<file path="src/rtl/mic1_pkg.sv">
// Shared definitions for the MIC-1 register file: B-bus selects, C-enable
// and memory-op bit positions, and reset defaults.
package mic1_pkg;

    typedef enum logic [3:0] {
        B_MDR    = 4'd0,
        B_PC     = 4'd1,
        B_MBR_SX = 4'd2,
        B_MBR_ZX = 4'd3,
        B_SP     = 4'd4,
        B_LV     = 4'd5,
        B_CPP    = 4'd6,
        B_TOS    = 4'd7,
        B_OPC    = 4'd8
    } b_sel_e;

    localparam int unsigned C_EN_MAR = 0;
    localparam int unsigned C_EN_MDR = 1;
    localparam int unsigned C_EN_PC  = 2;
    localparam int unsigned C_EN_SP  = 3;
    localparam int unsigned C_EN_LV  = 4;
    localparam int unsigned C_EN_CPP = 5;
    localparam int unsigned C_EN_TOS = 6;
    localparam int unsigned C_EN_OPC = 7;
    localparam int unsigned C_EN_H   = 8;

    localparam int unsigned MEM_FETCH = 0;
    localparam int unsigned MEM_RD    = 1;
    localparam int unsigned MEM_WR    = 2;

    localparam logic [31:0] DEF_RESET_SP  = 32'h0000_4000;
    localparam logic [31:0] DEF_RESET_LV  = 32'h0000_3000;
    localparam logic [31:0] DEF_RESET_CPP = 32'h0000_1000;

endpackage

</file>
<file path="src/rtl/mic1_mem_port.sv">
// One-outstanding-request memory port: strobe, pending flag, registered
// address/write data, and the stall term raised while a request is still open.
module mic1_mem_port #(
    parameter int unsigned ADDR_W = 32,
    parameter int unsigned DATA_W = 32
) (
    input  logic              clk,
    input  logic              rst,
    input  logic              req_rd,
    input  logic              req_wr,
    input  logic              hold,
    input  logic              ack,
    input  logic [ADDR_W-1:0] addr_next,
    input  logic [DATA_W-1:0] wdata_next,
    output logic              rd,
    output logic              wr,
    output logic [ADDR_W-1:0] addr,
    output logic [DATA_W-1:0] wdata,
    output logic              read_done,
    output logic              stall_term
);

    logic pend;
    logic pend_rd;
    logic req;
    logic issue;

    assign req        = req_rd | req_wr;
    assign issue      = req & ~hold;
    assign stall_term = req & pend & ~ack;
    // Only a pending read returns data; an ack with nothing open is dropped.
    assign read_done  = ack & pend & pend_rd;

    always_ff @(posedge clk or posedge rst) begin
        if (rst) begin
            pend    <= 1'b0;
            pend_rd <= 1'b0;
            rd      <= 1'b0;
            wr      <= 1'b0;
            addr    <= '0;
            wdata   <= '0;
        end else begin
            rd <= issue & req_rd;
            wr <= issue & req_wr;
            if (issue) begin
                pend    <= 1'b1;
                pend_rd <= req_rd;
                addr    <= addr_next;
                wdata   <= wdata_next;
            end else if (ack) begin
                pend <= 1'b0;
            end
        end
    end

endmodule

</file>
<file path="src/rtl/mic1_regfile.sv">
// MIC-1 datapath register file: C-bus write-back, B-bus/H operands and the
// MAR/MDR data port plus PC/MBR fetch port with controller stall.
module mic1_regfile
    import mic1_pkg::*;
#(
    parameter logic [31:0] RESET_SP  = DEF_RESET_SP,
    parameter logic [31:0] RESET_LV  = DEF_RESET_LV,
    parameter logic [31:0] RESET_CPP = DEF_RESET_CPP
) (
    input  logic        clk,
    input  logic        rst,
    input  logic [31:0] c_bus,
    input  logic [8:0]  c_en,
    input  logic [3:0]  b_sel,
    input  logic [2:0]  mem_op,
    output logic [31:0] b_bus,
    output logic [31:0] h_out,
    output logic [31:0] mem_addr,
    output logic [31:0] mem_wdata,
    output logic        mem_rd,
    output logic        mem_wr,
    input  logic        mem_ack,
    input  logic [31:0] mem_rdata,
    output logic [31:0] fetch_addr,
    output logic        fetch_req,
    input  logic        fetch_valid,
    input  logic [7:0]  fetch_data,
    output logic        stall
);

    logic [31:0] h, opc, tos, cpp, lv, sp, pc, mdr, mar;
    logic [7:0]  mbr;
    logic [31:0] h_n, opc_n, tos_n, cpp_n, lv_n, sp_n, pc_n, mdr_n, mar_n;
    logic [7:0]  mbr_n;

    logic        data_stall;
    logic        fetch_stall;
    logic        illegal;
    logic        data_done;
    logic        fetch_done;
    logic        c_ok;
    logic        fetch_wr_unused;
    logic        fetch_wdata_unused;
    b_sel_e      sel;

    assign illegal = mem_op[MEM_WR] & mem_op[MEM_RD];
    assign stall   = data_stall | fetch_stall | illegal;
    assign c_ok    = ~stall;

    // Post-edge register values; the ports latch these so a same-cycle
    // C write to MAR/MDR/PC is what goes out on the bus.
    always_comb begin
        h_n   = h;
        opc_n = opc;
        tos_n = tos;
        cpp_n = cpp;
        lv_n  = lv;
        sp_n  = sp;
        pc_n  = pc;
        mdr_n = mdr;
        mar_n = mar;
        mbr_n = mbr;
        if (c_ok) begin
            if (c_en[C_EN_H])   h_n   = c_bus;
            if (c_en[C_EN_OPC]) opc_n = c_bus;
            if (c_en[C_EN_TOS]) tos_n = c_bus;
            if (c_en[C_EN_CPP]) cpp_n = c_bus;
            if (c_en[C_EN_LV])  lv_n  = c_bus;
            if (c_en[C_EN_SP])  sp_n  = c_bus;
            if (c_en[C_EN_PC])  pc_n  = c_bus;
            if (c_en[C_EN_MDR]) mdr_n = c_bus;
            if (c_en[C_EN_MAR]) mar_n = c_bus;
        end
        if (data_done)  mdr_n = mem_rdata;
        if (fetch_done) mbr_n = fetch_data;
    end

    always_ff @(posedge clk or posedge rst) begin
        if (rst) begin
            h   <= '0;
            opc <= '0;
            tos <= '0;
            cpp <= RESET_CPP;
            lv  <= RESET_LV;
            sp  <= RESET_SP;
            pc  <= '0;
            mdr <= '0;
            mar <= '0;
            mbr <= '0;
        end else begin
            h   <= h_n;
            opc <= opc_n;
            tos <= tos_n;
            cpp <= cpp_n;
            lv  <= lv_n;
            sp  <= sp_n;
            pc  <= pc_n;
            mdr <= mdr_n;
            mar <= mar_n;
            mbr <= mbr_n;
        end
    end

    assign sel = b_sel_e'(b_sel);

    always_comb begin
        b_bus = '0;
        case (sel)
            B_MDR:    b_bus = mdr;
            B_PC:     b_bus = pc;
            B_MBR_SX: b_bus = {{24{mbr[7]}}, mbr};
            B_MBR_ZX: b_bus = {24'h0, mbr};
            B_SP:     b_bus = sp;
            B_LV:     b_bus = lv;
            B_CPP:    b_bus = cpp;
            B_TOS:    b_bus = tos;
            B_OPC:    b_bus = opc;
            default:  b_bus = '0;
        endcase
    end

    assign h_out = h;

    mic1_mem_port #(
        .ADDR_W(32),
        .DATA_W(32)
    ) u_data_port (
        .clk        (clk),
        .rst        (rst),
        .req_rd     (mem_op[MEM_RD]),
        .req_wr     (mem_op[MEM_WR]),
        .hold       (stall),
        .ack        (mem_ack),
        .addr_next  (mar_n),
        .wdata_next (mdr_n),
        .rd         (mem_rd),
        .wr         (mem_wr),
        .addr       (mem_addr),
        .wdata      (mem_wdata),
        .read_done  (data_done),
        .stall_term (data_stall)
    );

    // The fetch port is read-only, so its write side stays idle.
    mic1_mem_port #(
        .ADDR_W(32),
        .DATA_W(1)
    ) u_fetch_port (
        .clk        (clk),
        .rst        (rst),
        .req_rd     (mem_op[MEM_FETCH]),
        .req_wr     (1'b0),
        .hold       (stall),
        .ack        (fetch_valid),
        .addr_next  (pc_n),
        .wdata_next (1'b0),
        .rd         (fetch_req),
        .wr         (fetch_wr_unused),
        .addr       (fetch_addr),
        .wdata      (fetch_wdata_unused),
        .read_done  (fetch_done),
        .stall_term (fetch_stall)
    );

endmodule

</file>
<file path="config.mk">
export PLATFORM = sky130hd
export DESIGN_NAME = mic1_regfile
export DESIGN_NICKNAME = d
export VERILOG_FILES = /design/src/rtl/mic1_pkg.sv /design/src/rtl/mic1_mem_port.sv /design/src/rtl/mic1_regfile.sv
export SDC_FILE = /design/constraint.sdc
export NUM_CORES = 1
export LEC_CHECK = 0
export CAP_MARGIN = 5
export CORE_MARGIN = 10
export CORE_UTILIZATION = 58
export DETAILED_ROUTE_END_ITERATION = 8
export PLACE_DENSITY = 0.84
export SLEW_MARGIN = 20
export SYNTH_ARGS = -nofsm -noshare
export SYNTH_HDL_FRONTEND = slang
export SYNTH_SLANG_ARGS = --single-unit
</file>
<file path="constraint.sdc">
create_clock -name clk -period 40.1 [get_ports clk]
set_clock_uncertainty 0.15 [all_clocks]
set_input_delay 8.02 -clock clk [delete_from_list [all_inputs] [get_ports clk]]
set_output_delay 8.02 -clock clk [all_outputs]
set_load 0.02 [all_outputs]
</file>
==> reports/results.tsv <==
metric	value	unit
status	finished clean	
hold_path.class	flop to flop	
rsz0062_at_grt	false	
slew_violations	0	
dp_hpwl	28400	um
peakVddDrop	39.9	uV
path_cells	clkdlybuf4s50_1 -> nand2b_1 -> nor3_2 -> buf_4 -> a221oi_1 -> a31oi_1 -> clkdlybuf4s50_1	
rows	62	
p_leak	8.80	nW
placed_area	0.0197	mm2
nets	1505	
cp.required	31.93	ns
power_density	64.1	mW/mm2
cts_resized	0	
synthDistinctLibCells	42	
cp-start-kind	primary input	
core	0.0286	mm2
post-cts-setup-buffers	0	
antenna_found_initial	0	
synth_flop_cell	dfrtp_1	
io_pins	256	
path_class	primary input to output port	
drt-initial-drc-count	1215	
cts.clk_slew.worst_paths	0.06	ns
drive_gt1_share	14.6	%
crit_fanout	16	
final.fill_count	1799	
gp_congestion	0.787	
max_cap_violations	0	
grt_first_pass_wirelength	73300	um
finalInstanceArea	0.0211	mm2
setup_tns	0	ns
drt_first_pass_iters	8	
ys_seq_area_share	59.4	%
dr_total_vias	11500	
critPathMaxStageDelay	1.03	ns
max_freq	0.0506	GHz
synth_area	0.0168	mm2
viasPerCell	6.28	
min_period_over_period	49.3	%
synth_edf_count	0	
syn_avg_cell_area	14.2	um2
clk_latency	0.54	ns
grt_pass1_vias	12300	
clockBufferDepth	3	
port_buffers	255	
arrival	11.60	ns
die_w	190	um
cts-root-buf	clkbuf_16	
period_needed	19.77	ns
gr-total-overflow	0	
cpMostUsedCell	clkdlybuf4s50_1	
synthCells	1187	
numCtsBuffers	40	
dp.cells	1754	
initial_core_util	58.7	%
fin_cells	1829	
grt_max_degree	182	
antenna_left	0	
path_buf_inv	3	
synth-seq-cells	399	
drcViolationCount	0	
async_reset_ff_share	100	%
setup_viol	0	
numClockSinks	399	
track_usage	25.8	%
drt_wl_total	47100	um
cp_top_family	buffers and inverters	
syn_nets	1279	
slew_headroom	22.3	%
die_h	190	um
cp-end-kind	output port	
diodes	0	
worstMarginPinSlew	1.16	ns
area_delta_synth_final	25.6	%
yosys_warnings	0	
tritoncts	yes	
crit_slowest_cell	clkdlybuf4s50_1	
design.die.area	0.0362	mm2
hold_violations	0	
htreeDepth	2	
cts_hold_buf	0	
post_drt_wl_per_cell	25.7	um
-- cells by family after synthesis --
kind of cell           Yosys count  share of synthesized area (%)
AO/OA/AOI/OAI                  179                           7.63
buffers and inverters           89                           2.54
multiplexers                   365                           25.7
AND/OR/NAND/NOR                155                           4.67
flip-flops                     399                           59.4
-- state kept, by name, summed over array words and instances, names as in the netlist, 8 cells and up --
signal / cells
cpp: 32
h_out: 32
lv: 32
mar: 32
mbr: 8
mdr: 32
opc: 32
pc: 32
sp: 32
tos: 32
u_data_port.addr: 32
u_data_port.wdata: 32
u_fetch_port.addr: 32
-- cells in the final DEF (no fill, tap or decap), types with 5 or more instances in the layout --
cell type        instances
o21ai_0                 32
clkbuf_16               42
a22oi_1                 31
mux2_1                 260
nand3_1                 57
clkbuf_8                 7
a222oi_1                28
clkinv_2                 6
clkbuf_1                 9
a31oi_1                 41
nor2b_1                  5
dfrtp_1                395
buf_4                   12
nand2_1                 12
mux2i_1                  5
mux2_4                  60
nand2_2                  6
mux2_2                  40
a221oi_1                22
nor2_1                  37
bufinv_16                6
clkdlybuf4s50_1        255
a21oi_1                 14
-- per-layer routing --
layer,part of all wire (%),track usage [%]
met1,41,34.1
met2,48,42.0
met3,8.4,6.11
met4,2.3,7.39
met5,0,0
-- worst reg2reg max path: stages, from the launching register on --
cell and delay [ns]:
dfrtp_1 0.42, nor2b_4 0.16, a22oi_2 0.13, buf_4 0.51, and3_2 0.29, buf_4 0.63
mux2_1 0.42, mux2_2 0.27
-- final cells by class --
class	count	area, um2	area share (%)
Sequential cell	399	9990	47.3
Multi-Input combinational cell	699	6490	30.8
Timing Repair Buffer	270	2700	12.8
Clock buffer	58	1180	5.59
Tap cell	384	480	2.28
Clock inverter	16	251	1.19
Inverter	3	18.8	0.0889
-- worst paths after layout --
kind	depth (start not counted)	slack [ns]	endpoint	from
min in group asynchronous	2	7.94	u_data_port.addr[0]	rst
hold reg to reg	1	0.33	u_fetch_port.pend_rd	u_fetch_port.pend_rd
setup / recovery	7	20.33	b_bus[7]	b_sel[0]
hold / removal	1	0.33	u_fetch_port.pend_rd	u_fetch_port.pend_rd
setup reg to reg	7	37.02	u_fetch_port.addr[31]	u_data_port.pend
max in group asynchronous	3	30.33	pc[12]	rst
-- cell usage after synthesis, types with 14 or more instances --
cell	number	area (um2)
a31oi_1	41	257
mux2_1	260	2930
nor2_1	40	150
a21oi_1	14	70.1
mux2_2	40	450
clkbuf_1	46	173
mux2_4	60	901
o21ai_0	32	160
nand3_1	59	295
nand2_1	18	67.6
a221oi_1	22	193
a22oi_1	31	233
buf_2	29	145
dfrtp_1	395	9880
a222oi_1	28	280
-- power breakdown --
group	internal [mW]	leakage [nW]	switching (mW)
Combinational	0.189	3.43	0.189
Sequential	0.513	4.67	0.0617
Clock	0.245	0.702	0.158
-- stage by stage --
step	hold slack, ns	total power, mW	utilization [%]	setup slack [ns]
after CTS	0.324	1.36	73.7	20.33
after detailed placement	0.310	0.955	68.7	20.37
final	0.331	1.35	73.8	20.33
after global placement	0.298	0.941	68.7	20.42
after global routing	0.341	1.41	73.8	20.20
after floorplan	0.284	0.775	-	20.84
Power figures use the tool's default switching activity.
